## config.mk

```make
export PLATFORM = sky130hd
export DESIGN_NAME = shreg_pipe
export DESIGN_NICKNAME = d
export VERILOG_FILES = /design/src/rtl/shreg_pipe.sv
export SDC_FILE = /design/constraint.sdc
export NUM_CORES = 1
export LEC_CHECK = 0
export CAP_MARGIN = 40
export CORE_MARGIN = 3
export CORE_UTILIZATION = 47
export CTS_BUF_LIST = sky130_fd_sc_hd__clkbuf_8
export CTS_CLUSTER_DIAMETER = 200
export CTS_CLUSTER_SIZE = 40
export DETAILED_ROUTE_END_ITERATION = 7
export HOLD_SLACK_MARGIN = 0.05
export PLACE_DENSITY_LB_ADDON = 0.05
export SLEW_MARGIN = 15
export SYNTH_ARGS = -nofsm -noshare
export SYNTH_HDL_FRONTEND = slang
export SYNTH_SLANG_ARGS = --single-unit
```

## constraint.sdc

```tcl
create_clock -name c -period 3.4 [get_ports c]
set_input_delay 0.68 -clock c [delete_from_list [all_inputs] [get_ports c]]
set_output_delay 0.68 -clock c [all_outputs]
set_load 0.03 [all_outputs]
```

## src/rtl/shreg_pipe.sv

```systemverilog
// ============================================================================
// Module      : shreg_pipe
// Description : Parametrised multi-bit shift-register delay line with valid
//               tracking, parallel load, bidirectional shift, selectable tap
//               and occupancy count. Optional rotate feedback is enabled by
//               defining the macro SHREG_ROTATE_EN.
// Revision    : 1.0 - initial release
// ============================================================================
`default_nettype none

module shreg_pipe #(
    parameter int WIDTH = 8,
    parameter int DEPTH = 3,
    parameter int TAP_W = $clog2(DEPTH),
    parameter int CNT_W = $clog2(DEPTH + 1)
) (
    input  logic                   c,
    input  logic                   rst_n,
    input  logic                   en,
    input  logic                   clr,
    input  logic                   load,
    input  logic                   dir,
    input  logic [WIDTH-1:0]       din,
    input  logic                   din_vld,
    input  logic [DEPTH*WIDTH-1:0] pdin,
    input  logic                   rot,
    input  logic [TAP_W-1:0]       tap_sel,
    output logic [WIDTH-1:0]       sout,
    output logic                   sout_vld,
    output logic [WIDTH-1:0]       tap_out,
    output logic [DEPTH*WIDTH-1:0] pdout,
    output logic [CNT_W-1:0]       fill_cnt
);

    logic [DEPTH-1:0][WIDTH-1:0] r_stg;
    logic [DEPTH-1:0]            r_vld;

    logic [WIDTH-1:0] w_out_d;
    logic             w_out_v;
    logic [WIDTH-1:0] w_in_d;
    logic             w_in_v;
    logic [WIDTH-1:0] w_tap;
    logic [CNT_W-1:0] w_cnt;

    // The outgoing end follows the current direction, not the one in flight.
    assign w_out_d = dir ? r_stg[0] : r_stg[DEPTH-1];
    assign w_out_v = dir ? r_vld[0] : r_vld[DEPTH-1];

`ifdef SHREG_ROTATE_EN
    assign w_in_d = rot ? w_out_d : din;
    assign w_in_v = rot ? w_out_v : din_vld;
`else
    logic w_unused_rot;
    assign w_unused_rot = rot;
    assign w_in_d       = din;
    assign w_in_v       = din_vld;
`endif

    always_ff @(posedge c or negedge rst_n) begin
        if (!rst_n) begin
            r_stg <= '0;
            r_vld <= '0;
        end else if (clr) begin
            r_stg <= '0;
            r_vld <= '0;
        end else if (load) begin
            r_stg <= pdin;
            r_vld <= '1;
        end else if (en) begin
            if (!dir) begin
                r_stg <= {r_stg[DEPTH-2:0], w_in_d};
                r_vld <= {r_vld[DEPTH-2:0], w_in_v};
            end else begin
                r_stg <= {w_in_d, r_stg[DEPTH-1:1]};
                r_vld <= {w_in_v, r_vld[DEPTH-1:1]};
            end
        end
    end

    // Out-of-range selects (non-power-of-2 depth) fall through to zero.
    always_comb begin
        w_tap = '0;
        for (int i = 0; i < DEPTH; i++) begin
            if (tap_sel == TAP_W'(i)) begin
                w_tap = r_stg[i];
            end
        end
    end

    always_comb begin
        w_cnt = '0;
        for (int i = 0; i < DEPTH; i++) begin
            w_cnt = w_cnt + CNT_W'(r_vld[i]);
        end
    end

    assign sout     = w_out_d;
    assign sout_vld = w_out_v;
    assign tap_out  = w_tap;
    assign pdout    = r_stg;
    assign fill_cnt = w_cnt;

endmodule

`default_nettype wire

```

==> run metrics, run 1 <==
run status=finished, final reports clean; area of the multi-input gates=roughly 0.0012 mm²; Leak Pwr=1.19 nW; drt first-iter violations=153; drt drc=0; min setup slack post-route=about 520 ps; metal3 WL=423 µm; DPL Wire Length=4.01 mm; Required @ worst endpoint=2720 ps; CTS HTree Levels=1; CP max-delay cell=clkdlybuf4s50_1; Yosys cell types=19; port bufs=83; Initial Util=0.513; Max VDD drop=0.267 mV; initial antenna violation count=0; hold buffers post-CTS=0; ANT cells=0; max_cap viols=0; die width=70.8 µm; pwr/cell area=between 300 and 400 mW/mm²; yosys warns=0; Wirelength per Cell=roughly 20 µm; number of synthesized register bits=27; Nets=283; clock sink count=27; synthesized netlist net count=202; Vias/cell=between 6 and 7; # resized after CTS=0; GPL Wtd Cong=0.810; Gate Count Post-Synth=159; post-synthesis sequential area ratio=0.342; WP data arrival=between 2000 and 2500 ps; Ports=85; Critical Path Start Type=input port; Final Hold Viols=0; Detailed Route WL=roughly 5.7 mm; Slew @ Worst Pin=632 ps; Final Skew=7.56 ps; cts bufs inserted=3; Area Overhead vs Synth=44.6%; CP max stage delay=600 ps; min cycle time layout=2880 ps; number of nets with antenna violations after routing=0; Design Area, Final=0.00286 mm²; Vias=1,821; CTS root buf=clkbuf_8; share of layout cells above drive strength 1=0.255; clk_lat worst skew=280 ps; gr ovfl total=0; Detail Route met2 WL=2.84 mm; Max clock buf depth=2; number of global-route vias before repair=1,823; Slew headroom=0.579; Worst setup EP type=output pin; Placed Area=0.00281 mm²; Worst Setup Path Type=input port to output pin; CTS tree=done; HP Class=register to register; fill count=275; Top Metal Used=met4; Min Hold Slack=706 ps; final setup violation count=0; RSZ-0062 raised after global routing=no; global-route wire length before repair=9.36 mm; pre-CTS setup slack=525 ps; Fin Setup TNS=0 ps; die height=70.8 µm; mapped cell area=approximately 0.0020 mm²; DRT Pass-1 Iters=4; M1 wire length=2.43 mm; synthesized area per cell=around 12 µm²; Max Fanout on Critical Path=23; Achievable Freq=roughly 350 MHz; hold path depth=2; number of setup buffers added after CTS=0; pin count of the biggest net entering global routing=29; Die ar.=0.00502 mm²; core area=just under 0.004 mm²; period utilisation layout=0.846; Site Rows=22; Final Max Slew Viols=0; GRT Total Usage=0.231; FF+latch area=676 µm²; critical path cell sequence=buf_2, mux2_2, clkdlybuf4s50_1; R2R depth=2; Reg clk slew, reported paths=roughly 90 ps
## synth_stat cells
| master | instances | area, µm² |
|---|---|---|
| fa_1 | 1 | 20.0 |
| mux2_4 | 17 | 255 |
| a211oi_1 | 3 | 22.5 |
| o2bb2ai_1 | 8 | 70.1 |
| buf_12 | 2 | 40.0 |
| nor2b_1 | 3 | 18.8 |
| clkbuf_1 | 3 | 11.3 |
| and3b_1 | 1 | 8.76 |
| buf_1 | 1 | 3.75 |
| buf_6 | 2 | 22.5 |
| dfrtp_1 | 27 | 676 |
| nor3b_2 | 1 | 12.5 |
| nor4b_1 | 24 | 210 |
| mux2_2 | 16 | 180 |
| buf_2 | 12 | 60.1 |
| a211o_1 | 1 | 8.76 |
| a221o_1 | 23 | 230 |
| nor3_1 | 3 | 15.0 |
| mux2i_1 | 11 | 110 |
## worst paths after layout
| path | from | to | slack, ps |
|---|---|---|---|
| hold reg to reg | r_vld[1] | r_vld[0] | 710 |
| setup / recovery | dir | sout[1] | 520 |
| setup reg to reg | pdout[14] | pdout[6] | 2240 |
| min in group asynchronous | rst_n | pdout[4] | 780 |
| max in group asynchronous | rst_n | r_vld[1] | 2340 |
| hold / removal | r_vld[1] | r_vld[0] | 710 |
## state kept, by name, summed over array words and instances, names as in the netlist
register / count
r_vld: 3
pdout: 24
## cell usage in the layout, fill, tap and decap left out, types with 2 or more instances in the layout
cell	instances
a211oi_1	3
a221o_1	23
buf_4	20
clkbuf_8	3
clkdlybuf4s50_1	74
dfrtp_1	27
mux2_2	16
mux2_4	17
mux2i_1	11
nor2b_1	2
nor3_1	3
nor4b_1	24
o2bb2ai_1	8
## cell families after synthesis
family          count (synthesis)  synth area share
compound gates                 35             0.168
fa+ha+maj                       1            0.0101
buf+inv                        20            0.0697
flops                          27             0.342
mux                            44             0.276
simple gates                   32             0.134
## worst max-delay path, delay by kind of cell
kind	cells	cell delay, ps
multiplexers	1	410
buffers and inverters	2	1100
## routing by layer
metal	GRT usage	vias to the layer above
li1	-	813
met1	0.310	916
met2	0.387	84
met3	0.0440	8
met4	0.0480	0
met5	0	-
## area by class of cell
class | count | share of cell area
sequential | 27 | 0.237
clock inverter | 1 | 0.00263
timing repair buffer | 96 | 0.318
tap | 48 | 0.0210
multi-input combinational | 112 | 0.408
clock buffer | 3 | 0.0145
## metrics by stage
| step | std cells | power (mW) | utilization |
|---|---|---|---|
| after floorplan | 159 | 0.588 | - |
| after global placement | 282 | 0.734 | 0.726 |
| after detailed placement | 283 | 0.745 | 0.729 |
| after CTS | 287 | 0.933 | 0.741 |
| after global routing | 287 | 0.968 | 0.741 |
| final | 287 | 0.931 | 0.741 |
## power breakdown
part	internal, mW	switching, mW	total [mW]	leakage, nW
logic	0.187	0.180	0.367	0.815
registers	0.343	0.0299	0.373	0.355
clock network	0.0834	0.107	0.191	0.0217
total	0.613	0.318	0.931	1.19
No activity file was read; power rests on OpenSTA's default activity.
==> inputs of run 2 (changes only) <==
Settings changed: CORE_UTILIZATION 47 to 44.
Clock period 3.4 ns to 2.7 ns, I/O delays scaled along.
==> run metrics, run 2 (synthesis results as in run 1) <==
run status=finished, final reports clean (unchanged); Max Fanout on Critical Path=18 (was 23); Fin Setup TNS=0 ps (unchanged); die width=73.0 µm (was 70.8 µm); HP Class=input port to async pin (was register to register); DRT Pass-1 Iters=4 (unchanged); Final Skew=1.84 ps (was 7.56 ps); max_cap viols=0 (unchanged); number of setup buffers added after CTS=0 (unchanged); Final Max Slew Viols=0 (unchanged); hold buffers post-CTS=0 (unchanged); Max VDD drop=0.210 mV (was 0.267 mV); number of global-route vias before repair=1,897 (was 1,823); pre-CTS setup slack=198 ps (was 525 ps); core area=0.00417 mm² (was 0.00385 mm²); R2R Setup Slk=1540 ps (was 2240 ps); M2 GR Usage=0.396 (was 0.387); ANT cells=0 (unchanged); CP max-delay cell=clkdlybuf4s50_1 (unchanged); Site Rows=23 (was 22); Worst setup EP type=output pin (unchanged); Leak Pwr=1.21 nW (was 1.19 nW); critical path cell sequence=buf_2, mux2_2, clkdlybuf4s50_1 (unchanged); Worst Setup Path Type=input port to output pin (unchanged); min setup slack post-route=199 ps (was 525 ps); CTS root buf=clkbuf_8 (unchanged); Achievable Freq=400 MHz; DPL Wire Length=4.33 mm (was 4.01 mm); Critical Path Start Type=input port (unchanged); Ports=85 (unchanged); Nets=286 (was 283); clk_lat worst skew=270 ps (was 280 ps); pwr/cell area=406 mW/mm² (was 326 mW/mm²); pin count of the biggest net entering global routing=29 (unchanged); min cycle time layout=2500 ps; WP data arrival=1960 ps (was 2200 ps); Detailed Route WL=6.14 mm (was 5.75 mm); Slew @ Worst Pin=857 ps (was 632 ps); Required @ worst endpoint=2160 ps (was 2720 ps); port bufs=83 (unchanged); CTS HTree Levels=1 (unchanged); clock sink count=27 (unchanged); Vias=1,815 (was 1,821); CTS tree=done (unchanged); Wirelength per Cell=21.0 µm (was 20.0 µm); fill count=318 (was 275); initial antenna violation count=0 (unchanged); Vias/cell=6.22 (was 6.34); most frequent cells in the layout=clkdlybuf4s50_1, dfrtp_1, nor4b_1 (unchanged); period utilisation layout=0.926; global-route wire length before repair=9.85 mm (was 9.36 mm); final core occ=0.691 (was 0.741); cts bufs inserted=3 (unchanged); die height=73.0 µm (was 70.8 µm); RSZ-0062 raised after global routing=no (unchanged); Die ar.=0.00533 mm² (was 0.00502 mm²); drt drc=0 (unchanged); GRT Total Usage=0.234 (was 0.231); CP max stage delay=610 ps (was 600 ps); R2R depth=2 (unchanged); drt first-iter violations=98 (was 153); Final Hold Viols=0 (unchanged); final setup violation count=0 (unchanged); share of layout cells above drive strength 1=0.260 (was 0.255); number of nets with antenna violations after routing=0 (unchanged); gr ovfl total=0 (unchanged); met3 usage=0.0248 (was 0.0440); Initial Util=0.473 (was 0.513); Area Overhead vs Synth=45.9% (was 44.6%); Slew headroom=0.426 (was 0.579); commonest non-fill, non-tap cell in the layout=clkdlybuf4s50_1 (unchanged); GPL Wtd Cong=0.872 (was 0.810); max reg flops=24 (unchanged); # resized after CTS=0 (unchanged); busiest layer in global routing=met2 (unchanged); met1 Use GR=0.325 (was 0.310); Reg clk slew, reported paths=90 ps (about the same); Max clock buf depth=2 (unchanged)
[run 2: final cells by class]
cell class / instances / area, µm² / area share
well taps: 50 / 62.6 / 0.0217
clock inverters: 1 / 3.75 / 0.00130
clock buffers: 3 / 41.3 / 0.0143
repair buffers: 99 / 933 / 0.324
multi-input cells: 112 / 1160 / 0.404
flip-flops and latches: 27 / 676 / 0.234
[run 2: critical path: cells and delay by family]
kind                   cells  cell delay, ps
buffers and inverters      2            1010
multiplexers               1             400
[run 2: per-stage QoR]
stage	instance area [µm²]	hold slack (ps)	std cells	power, mW
2_1_floorplan	1980	244	159	0.741
3_3_place_gp	2820	671	287	0.930
3_5_place_dp	2840	683	288	0.947
4_1_cts	2880	663	292	1.18
5_1_grt	2880	676	292	1.22
6_report	2880	649	292	1.17
[run 2: final timing paths]
check                           startpoint       end
worst max register to register   pdout[14]  pdout[6]
worst max-delay path                   dir   sout[0]
worst min-delay path                 rst_n  pdout[5]
worst min register to register    r_vld[2]  r_vld[1]
min in group c                    r_vld[2]  r_vld[1]
max in group asynchronous            rst_n  pdout[4]
[run 2: where the power goes]
group	total, mW	switching (mW)	internal (mW)	leakage [nW]
logic	0.470	0.230	0.239	0.831
registers	0.469	0.0378	0.432	0.355
clock network	0.231	0.129	0.102	0.0269
total	1.17	0.397	0.773	1.21
[run 2: routing by layer]
metal | vias to the layer above | part of all wire
met5 | - | 0
met4 | 0 | 0.0052
met3 | 4 | 0.078
met2 | 80 | 0.50
met1 | 914 | 0.42
li1 | 817 | -
